File: src/rtl/nasti_stream_pkg.sv
// Shared NASTI stream definitions: default field widths and the beat record
// stored by stream buffering blocks.
package nasti_stream_pkg;

  localparam int NASTI_DATA_WIDTH = 64;
  localparam int NASTI_STRB_WIDTH = NASTI_DATA_WIDTH / 8;
  localparam int NASTI_ID_WIDTH   = 1;
  localparam int NASTI_DEST_WIDTH = 1;
  localparam int NASTI_USER_WIDTH = 1;

  typedef struct packed {
    logic [NASTI_DATA_WIDTH-1:0] data;
    logic [NASTI_STRB_WIDTH-1:0] strb;
    logic [NASTI_STRB_WIDTH-1:0] keep;
    logic                        last;
    logic [NASTI_ID_WIDTH-1:0]   id;
    logic [NASTI_DEST_WIDTH-1:0] dest;
    logic [NASTI_USER_WIDTH-1:0] user;
  } beat_t;

endpackage

File: src/rtl/nasti_stream_channel.sv
// NASTI stream channel bundle; each signal carries one lane per port.
interface nasti_stream_channel #(
  parameter int N_PORT     = 1,
  parameter int DATA_WIDTH = 64,
  parameter int ID_WIDTH   = 1,
  parameter int DEST_WIDTH = 1,
  parameter int USER_WIDTH = 1
);

  localparam int STRB_WIDTH = DATA_WIDTH / 8;

  logic [N_PORT-1:0]                 t_valid;
  logic [N_PORT-1:0]                 t_ready;
  logic [N_PORT-1:0][DATA_WIDTH-1:0] t_data;
  logic [N_PORT-1:0][STRB_WIDTH-1:0] t_strb;
  logic [N_PORT-1:0][STRB_WIDTH-1:0] t_keep;
  logic [N_PORT-1:0]                 t_last;
  logic [N_PORT-1:0][ID_WIDTH-1:0]   t_id;
  logic [N_PORT-1:0][DEST_WIDTH-1:0] t_dest;
  logic [N_PORT-1:0][USER_WIDTH-1:0] t_user;

  modport master (
    output t_valid, t_data, t_strb, t_keep, t_last, t_id, t_dest, t_user,
    input  t_ready
  );

  modport slave (
    input  t_valid, t_data, t_strb, t_keep, t_last, t_id, t_dest, t_user,
    output t_ready
  );

endinterface

File: src/rtl/nasti_stream_fifo_ram.sv
// Beat storage for the stream FIFO: one synchronous write port and one
// asynchronous read port so the head entry falls through to the output.
module nasti_stream_fifo_ram
  import nasti_stream_pkg::*;
#(
  parameter int DEPTH = 8
) (
  input  logic                     clk,
  input  logic                     we,
  input  logic [$clog2(DEPTH)-1:0] waddr,
  input  beat_t                    wdata,
  input  logic [$clog2(DEPTH)-1:0] raddr,
  output beat_t                    rdata
);

  beat_t mem [DEPTH];

  // NOTE: storage is deliberately not reset; the occupancy count alone decides
  // which entries are meaningful, so stale contents are never observed.
  always_ff @(posedge clk) begin
    if (we) mem[waddr] <= wdata;
  end

  assign rdata = mem[raddr];

endmodule

File: src/rtl/nasti_stream_fifo.sv
// First-word fall-through FIFO for a NASTI stream, with an optional packet
// mode that withholds output until a complete packet has been buffered.
module nasti_stream_fifo
  import nasti_stream_pkg::*;
#(
  parameter int DEPTH      = 8,
  parameter bit PKT_MODE   = 1'b0,
  parameter int DATA_WIDTH = NASTI_DATA_WIDTH,
  parameter int ID_WIDTH   = NASTI_ID_WIDTH,
  parameter int DEST_WIDTH = NASTI_DEST_WIDTH,
  parameter int USER_WIDTH = NASTI_USER_WIDTH
) (
  input  logic                   aclk,
  input  logic                   areset,
  nasti_stream_channel.slave     s,
  nasti_stream_channel.master    m,
  output logic [$clog2(DEPTH):0] count,
  output logic [$clog2(DEPTH):0] pkt_count
);

  localparam int AW         = $clog2(DEPTH);
  localparam int CW         = AW + 1;
  localparam int STRB_WIDTH = DATA_WIDTH / 8;
  localparam logic [CW-1:0] FULL_COUNT = CW'(DEPTH);

  logic [AW-1:0] wr_ptr;
  logic [AW-1:0] rd_ptr;
  beat_t         wr_beat;
  beat_t         rd_beat;
  logic          full;
  logic          empty;
  logic          in_ready;
  logic          out_valid;
  logic          wr_en;
  logic          rd_en;
  logic          wr_last;
  logic          rd_last;

  assign full  = (count == FULL_COUNT);
  assign empty = (count == '0);

  // Input readiness ignores the output side: a full FIFO refuses a beat even
  // when a read frees an entry in the same cycle.
  assign in_ready = !full && !areset;

  // NOTE: every output of a combinational block gets a default first, so no
  // path leaves it unassigned and no latch is inferred.
  always_comb begin
    out_valid = 1'b0;
    if (!empty) begin
      // The full-FIFO release lets packets longer than DEPTH drain.
      out_valid = PKT_MODE ? ((pkt_count != '0) || full) : 1'b1;
    end
  end

  assign wr_en   = s.t_valid[0] && in_ready;
  assign rd_en   = out_valid && m.t_ready[0];
  assign wr_last = wr_en && s.t_last[0];
  assign rd_last = rd_en && rd_beat.last;

  assign wr_beat = '{
    data: s.t_data[0],
    strb: s.t_strb[0],
    keep: s.t_keep[0],
    last: s.t_last[0],
    id:   s.t_id[0],
    dest: s.t_dest[0],
    user: s.t_user[0]
  };

  nasti_stream_fifo_ram #(
    .DEPTH (DEPTH)
  ) u_ram (
    .clk   (aclk),
    .we    (wr_en),
    .waddr (wr_ptr),
    .wdata (wr_beat),
    .raddr (rd_ptr),
    .rdata (rd_beat)
  );

  // NOTE: registered state uses non-blocking assignments so every flop samples
  // pre-edge values, independent of statement order.
  always_ff @(posedge aclk) begin
    if (areset) begin
      wr_ptr    <= '0;
      rd_ptr    <= '0;
      count     <= '0;
      pkt_count <= '0;
    end else begin
      // Power-of-two depth: pointer overflow is the wrap to entry 0.
      if (wr_en) wr_ptr <= wr_ptr + AW'(1);
      if (rd_en) rd_ptr <= rd_ptr + AW'(1);
      if (wr_en != rd_en) count <= wr_en ? count + CW'(1) : count - CW'(1);
      if (wr_last != rd_last) pkt_count <= wr_last ? pkt_count + CW'(1) : pkt_count - CW'(1);
    end
  end

  assign s.t_ready[0] = in_ready;
  assign m.t_valid[0] = out_valid;
  assign m.t_data[0]  = DATA_WIDTH'(rd_beat.data);
  assign m.t_strb[0]  = STRB_WIDTH'(rd_beat.strb);
  assign m.t_keep[0]  = STRB_WIDTH'(rd_beat.keep);
  assign m.t_last[0]  = rd_beat.last;
  assign m.t_id[0]    = ID_WIDTH'(rd_beat.id);
  assign m.t_dest[0]  = DEST_WIDTH'(rd_beat.dest);
  assign m.t_user[0]  = USER_WIDTH'(rd_beat.user);

endmodule

File: src/flat_wrapper.sv
// flat-port wrapper written by rule: the top's interface ports become plain ports
module nasti_stream_fifo_flat import nasti_stream_pkg::*;
#(
  parameter int DEPTH      = 8,
  parameter bit PKT_MODE   = 1'b0,
  parameter int DATA_WIDTH = NASTI_DATA_WIDTH,
  parameter int ID_WIDTH   = NASTI_ID_WIDTH,
  parameter int DEST_WIDTH = NASTI_DEST_WIDTH,
  parameter int USER_WIDTH = NASTI_USER_WIDTH
)
  (aclk, areset, count, pkt_count, s_t_valid, s_t_data, s_t_strb, s_t_keep, s_t_last, s_t_id, s_t_dest, s_t_user, s_t_ready, m_t_valid, m_t_data, m_t_strb, m_t_keep, m_t_last, m_t_id, m_t_dest, m_t_user, m_t_ready);
  nasti_stream_channel #(.DATA_WIDTH(DATA_WIDTH), .ID_WIDTH(ID_WIDTH), .DEST_WIDTH(DEST_WIDTH), .USER_WIDTH(USER_WIDTH)) s_i ();
  nasti_stream_channel #(.DATA_WIDTH(DATA_WIDTH), .ID_WIDTH(ID_WIDTH), .DEST_WIDTH(DEST_WIDTH), .USER_WIDTH(USER_WIDTH)) m_i ();
  input  logic aclk;
  input  logic areset;
  output logic [$clog2(DEPTH):0] count;
  output logic [$clog2(DEPTH):0] pkt_count;
  input wire logic [$bits(s_i.t_valid)-1:0] s_t_valid;
  input wire logic [$bits(s_i.t_data)-1:0] s_t_data;
  input wire logic [$bits(s_i.t_strb)-1:0] s_t_strb;
  input wire logic [$bits(s_i.t_keep)-1:0] s_t_keep;
  input wire logic [$bits(s_i.t_last)-1:0] s_t_last;
  input wire logic [$bits(s_i.t_id)-1:0] s_t_id;
  input wire logic [$bits(s_i.t_dest)-1:0] s_t_dest;
  input wire logic [$bits(s_i.t_user)-1:0] s_t_user;
  output wire logic [$bits(s_i.t_ready)-1:0] s_t_ready;
  output wire logic [$bits(m_i.t_valid)-1:0] m_t_valid;
  output wire logic [$bits(m_i.t_data)-1:0] m_t_data;
  output wire logic [$bits(m_i.t_strb)-1:0] m_t_strb;
  output wire logic [$bits(m_i.t_keep)-1:0] m_t_keep;
  output wire logic [$bits(m_i.t_last)-1:0] m_t_last;
  output wire logic [$bits(m_i.t_id)-1:0] m_t_id;
  output wire logic [$bits(m_i.t_dest)-1:0] m_t_dest;
  output wire logic [$bits(m_i.t_user)-1:0] m_t_user;
  input wire logic [$bits(m_i.t_ready)-1:0] m_t_ready;
  assign s_i.t_valid = s_t_valid;
  assign s_i.t_data = s_t_data;
  assign s_i.t_strb = s_t_strb;
  assign s_i.t_keep = s_t_keep;
  assign s_i.t_last = s_t_last;
  assign s_i.t_id = s_t_id;
  assign s_i.t_dest = s_t_dest;
  assign s_i.t_user = s_t_user;
  assign s_t_ready = s_i.t_ready;
  assign m_t_valid = m_i.t_valid;
  assign m_t_data = m_i.t_data;
  assign m_t_strb = m_i.t_strb;
  assign m_t_keep = m_i.t_keep;
  assign m_t_last = m_i.t_last;
  assign m_t_id = m_i.t_id;
  assign m_t_dest = m_i.t_dest;
  assign m_t_user = m_i.t_user;
  assign m_i.t_ready = m_t_ready;
  nasti_stream_fifo #(.DEPTH(DEPTH), .PKT_MODE(PKT_MODE), .DATA_WIDTH(DATA_WIDTH), .ID_WIDTH(ID_WIDTH), .DEST_WIDTH(DEST_WIDTH), .USER_WIDTH(USER_WIDTH)) u_core (.aclk(aclk), .areset(areset), .s(s_i), .m(m_i), .count(count), .pkt_count(pkt_count));
endmodule
File: config.mk
export PLATFORM = sky130hd
export DESIGN_NAME = nasti_stream_fifo_flat
export DESIGN_NICKNAME = d
export VERILOG_FILES = /design/src/rtl/nasti_stream_pkg.sv /design/src/rtl/nasti_stream_channel.sv /design/src/rtl/nasti_stream_fifo_ram.sv /design/src/rtl/nasti_stream_fifo.sv /design/src/flat_wrapper.sv
export SDC_FILE = /design/constraint.sdc
export NUM_CORES = 1
export LEC_CHECK = 0
export ABC_AREA = 1
export BUFFER_PORTS_ARGS = -buffer_cell sky130_fd_sc_hd__buf_2
export CAP_MARGIN = 10
export CORE_AREA = 5 5 218 220
export DETAILED_ROUTE_END_ITERATION = 16
export DIE_AREA = 0 0 223 225
export PLACE_DENSITY = 0.79
export REMOVE_ABC_BUFFERS = 1
export SLEW_MARGIN = 30
export SYNTH_ARGS = -nofsm -noshare
export SYNTH_HDL_FRONTEND = slang
export SYNTH_SLANG_ARGS = --single-unit
File: constraint.sdc
create_clock -name aclk -period 10.7 [get_ports aclk]
set_input_delay 0.535 -clock aclk [delete_from_list [all_inputs] [get_ports aclk]]
set_output_delay 0.535 -clock aclk [all_outputs]
set_load 0.01 [all_outputs]
### Word-level counts from Yosys, hierarchy flattened

Memory sizes are Yosys's and may differ from the RTL's. A register that Yosys moved wholly into a read port is not among the register bits.
Cells that the tools add are included.

* add/subtract/negate cells: 6
* multipliers: 0
* div/mod/pow operators: 0
* order comparisons: 0
* eq/ne operators: 3
* shifts and indexed selects: 0
* mux-type cells: 7
* bitwise logic cells: 0
* reductions and logical operators: 8

Operators by type and width (count)
* 4-bit by 1-bit adder with 4-bit output, second input constant: 2
* 4-bit 2-to-1 mux: 2
* 4-bit by 1-bit subtractor with 4-bit output, second input constant: 2
* 3-bit by 1-bit adder with 3-bit output, second input constant: 2
* 3-bit 2-to-1 mux: 2
* 1-bit logical AND: 5
* 4-bit == test, second input constant: 1
* 4-bit zero test: 1
* 1-bit 2-to-1 mux: 3
* 1-bit zero test: 2
* 1-bit inequality test: 2

* flip-flop bits (word level): 14
* bits in latches: 0
* bits in writable memories: 672
* ROM bits: 0
* input bits: 88
* output and inout port bits: 94
* logic and storage cells: 29
* memories kept: 1

Memories
* u_core.u_ram.mem: words 8, bits a word 84, read ports 1, clocked after Yosys merged registers in 1, write ports 1, RTL line nasti_stream_fifo_ram.sv:16 `beat_t mem [DEPTH];`

### Longest topological paths before layout

* depth in word-level cells: 6
* depth in mapped cells: 15
* mapped depth without buffers: 15

### By module

A second synthesis with hierarchy kept.

* cells, all modules: 3034
* area total of the unflattened synthesis: 30015.0 um2

Modules (own cells, without submodules)
* nasti_stream_fifo_ram: times used 1, cells each 2921, area each 29131.7 um2, seq. area each 20179.4 um2
* nasti_stream_fifo: times used 1, cells each 113, area each 883.3 um2, seq. area each 280.3 um2

### Least setup slack after synthesis

Ideal clock, no wire load.

* kind: input port to flip-flop
* start point: input port areset
* end point: memory u_core.u_ram.mem[0][0] in the netlist's numbering (enable)
* library setup time: 527 ps
* arrival time: 4537 ps
* required time: 10173 ps
* slack: 5636 ps
* cell stages on the path: 5
* buffers on the path: 0
* cells stage by stage: inv_1 -> nand3_2 -> inv_2 -> nand2_1 -> nor2_1

* longest elaborated chain between the ends: 5

RTL lines
* start: declaration: RTL line flat_wrapper.sv:15 `input logic areset;`
* 1-bit zero test: RTL line nasti_stream_fifo.sv:44 `assign in_ready = !full && !areset;`
* 1-bit logical AND: RTL line nasti_stream_fifo.sv:44
* 1-bit logical AND: RTL line nasti_stream_fifo.sv:56 `assign wr_en = s.t_valid[0] && in_ready;`
* 1-bit 2-to-1 mux: RTL line nasti_stream_fifo_ram.sv:21 `if (we) mem[waddr] <= wdata;`
* 1-bit 2-to-1 mux (implied by the code): RTL line nasti_stream_fifo_ram.sv:21
* end: declaration: RTL line nasti_stream_fifo_ram.sv:16

No other way between the ends.

==> summary.txt <==
Status
  – Status: finished clean

Clock tree
  – Setup Fix Bufs, Post-CTS: 0
  – Root buf cell: clkbuf_16
  – Inserted Clock Buffers: 67
  – Later-pin clock latency in the skew report: 0.58 ns
  – Clk slew on worst S/H paths: 0.06 ns
  – Cts hold-fix bufs: 0
  – Maximum clock path buffer count: 3
  – Post_cts resized: 0
  – CTS sink cnt: 689
  – H-tree levels: 3
  – CTS tree: built

Synth
  – Cell taking the most area after synthesis: edfxtp_1
  – Post-synth ARST share: 0
  – #FFs+latches synth: 689
  – Synth Flop Type: edfxtp_1
  – Yosys cell types: 30
  – Share of the synthesized area in the top cell type: 0.751
  – Post-synthesis sequential area ratio: 0.764
  – Post-synth EDFFs: 672
  – Synth warn: 0
  – Post-synthesis cell count: 2038
  – Synthesized cell area: 0.0269 mm²
  – Avg Cell Area, Syn: 13.2 µm²
  – Top post-synthesis cells by area: edfxtp_1 (75%), nor2_1 (8.5%), o21ai_0 (5.3%)

Setup path
  – Slowest stage delay, CP: 0.69 ns
  – Crit path DAT: 3.59 ns
  – CP dominant cell by count: buf_6
  – CP startpoint kind: flop
  – Crit. End Element: primary output
  – CP bufs+invs: 3
  – CP max-delay cell: buf_6
  – CP Cell Sequence: buf_6, buf_6, o21ai_0, o22ai_1, nor2_1, a31oi_1, buf_2
  – CP Class: flop to primary output
  – Worst path required time: 10.17 ns
  – Largest delay share family, worst path: buffers and inverters
  – Max FO, Critical Path: 112

GRT
  – Grt total ovfl: 0
  – Number of global-route vias before repair: 16600
  – Largest net degree at the start of global routing: 220
  – Total track usage: 0.228
  – Initial antenna violation count: 12
  – First-pass GRT wire length: 90000 µm

STA
  – Final Hold Violating Endpoints: 0
  – Actual slew at the worst max-slew pin: 1.03 ns
  – F_max: 0.242 GHz
  – Tcrit/Tclk final: 0.386
  – Final Critical Period: 4.13 ns
  – Slew Viols, Final: 0
  – Clk_skew: 0.00846 ns
  – Relative slew slack: 0.314
  – Unrepaired setup endpoints after global routing: false
  – # setup viols final: 0

Placed design
  – Hpwl dp: 29100 µm
  – RD Place Congestion: 0.763
  – Placed Instance Area: 0.0280 mm²
  – I/O Buffers: 181

Worst hold path
  – Worst Hold Class: input pin to flop

Power
  – Leakage: 10.2 nW
  – PwrDens: 224 mW/mm²
  – Clk network pwr share: 0.322
  – Int Pwr: 4.77 mW
  – P_sw: 1.97 mW
  – Part of the power in registers: 0.459
  – VDD IR max: 0.159 mV
  – Switch share: 0.292
  – Pwr Total: 6.74 mW
  – Logic pwr share: 0.219

Detailed routing
  – DR pass1 iterations: 5
  – DR WL/cell: 20.7 µm
  – Antenna Nets Post-Route: 0
  – Total Wirelength: 58400 µm
  – DR vias/cell: 5.96
  – Starting DRT DRC Count: 1891
  – Total number of vias: 16800
  – DRC: 0

Die
  – Total core area: 0.0451 mm²
  – Placement row count: 78
  – Die Y: 225 µm
  – Top Ports: 182
  – Starting density of the core: 0.596
  – Horiz. Die Dim: 223 µm
  – Die ar.: 0.0502 mm²

Cells and area
  – Area delta synth->final: 11.9%
  – Commonest non-fill, non-tap cell in the layout: edfxtp_1
  – Layout cells sized above 1: 0.139
  – Final Cell Area: 0.0301 mm²
  – Final #Nets: 2277
  – Most frequent cells in the layout: edfxtp_1 (672), nor2_1 (597), o21ai_0 (283), buf_2 (181), a31oi_1 (84)

Run
  – Max Cap Violations: 0
## state kept, by name, summed over array words and instances, names as in the netlist, named ones only
name,flops
u_core.pkt_count,4
u_core.u_ram.mem,672
u_core.wr_ptr,3
u_core.count,4
u_core.rd_ptr,3
## worst paths after layout
| kind | start | to | slack [ns] | cells after the start |
|---|---|---|---|---|
| worst max-delay path | flop | m_t_data[7] | 6.57 | 7 |
| worst min-delay path | areset | u_core.wr_ptr[0] | 0.14 | 2 |
| worst max register to register | u_core.count[1] | u_core.u_ram.mem[2][15] | 7.53 | 8 |
| worst min register to register | u_core.wr_ptr[0] | u_core.wr_ptr[0] | 0.49 | 2 |
## stage by stage
| step | hold WS, ns | setup slack (ns) | setup TNS, ns | utilization | instances |
|---|---|---|---|---|---|
| floorplan | 0.448 | -1.30 | -113.25 | - | 1908 |
| global placement | 0.466 | 6.70 | 0 | 0.621 | 2711 |
| detailed placement | 0.482 | 6.68 | 0 | 0.622 | 2711 |
| CTS | 0.112 | 6.08 | 0 | 0.666 | 2819 |
| global route | 0.131 | 6.34 | 0 | 0.667 | 2825 |
| finish | 0.143 | 6.57 | 0 | 0.667 | 2827 |
## cells by family (layout without fill, tap and decap cells)
family | Yosys count | count (layout) | synth area share
compound gates | 518 | 518 | 0.104
fa+ha+maj | 8 | 8 | 0.00429
xor+xnor | 2 | 2 | 0.000652
other cells | 0 | 7 | 0
flops | 689 | 689 | 0.764
buf+inv | 156 | 338 | 0.0319
simple gates | 665 | 665 | 0.0947
## per-layer routing
layer | share of wire | vias to the layer above | GRT usage | wire length [µm]
met5 | 0.0013 | - | 0 | 73
met4 | 0.026 | 12 | 0.0848 | 1540
met3 | 0.082 | 124 | 0.0434 | 4760
met2 | 0.49 | 768 | 0.375 | 28600
met1 | 0.40 | 8218 | 0.308 | 23500
li1 | - | 7713 | - | -
## power groups by stage
stage / clock network, mW / logic [mW] / registers (mW)
floorplan: 0 / 0.898 / 3.23
global placement: 0 / 1.40 / 3.17
detailed placement: 0 / 1.45 / 3.17
CTS: 2.20 / 1.46 / 3.12
global route: 2.31 / 1.64 / 3.10
finish: 2.17 / 1.47 / 3.10
## synth_stat cells, types with 2 or more instances
cell,number
a21o_1,2
a21oi_1,10
a31oi_1,84
buf_1,7
buf_2,25
buf_4,3
buf_6,29
clkbuf_1,65
dfxtp_1,17
edfxtp_1,672
fa_1,2
ha_1,6
inv_1,22
inv_2,3
nand2_1,39
nand2_2,2
nand3_1,12
nand3_2,3
nor2_1,605
o21ai_0,283
o21ai_1,56
o22ai_1,83
## layout make-up
cell class	instances	area (µm²)
flip-flops and latches	689	20500
fillers	3059	15000
multi-input cells	1193	5540
clock buffers	84	1830
repair buffers	204	1110
well taps	600	751
clock inverters	24	165
inverters	26	120
diodes	7	17.5
No activity file was read; power rests on OpenSTA's default activity.
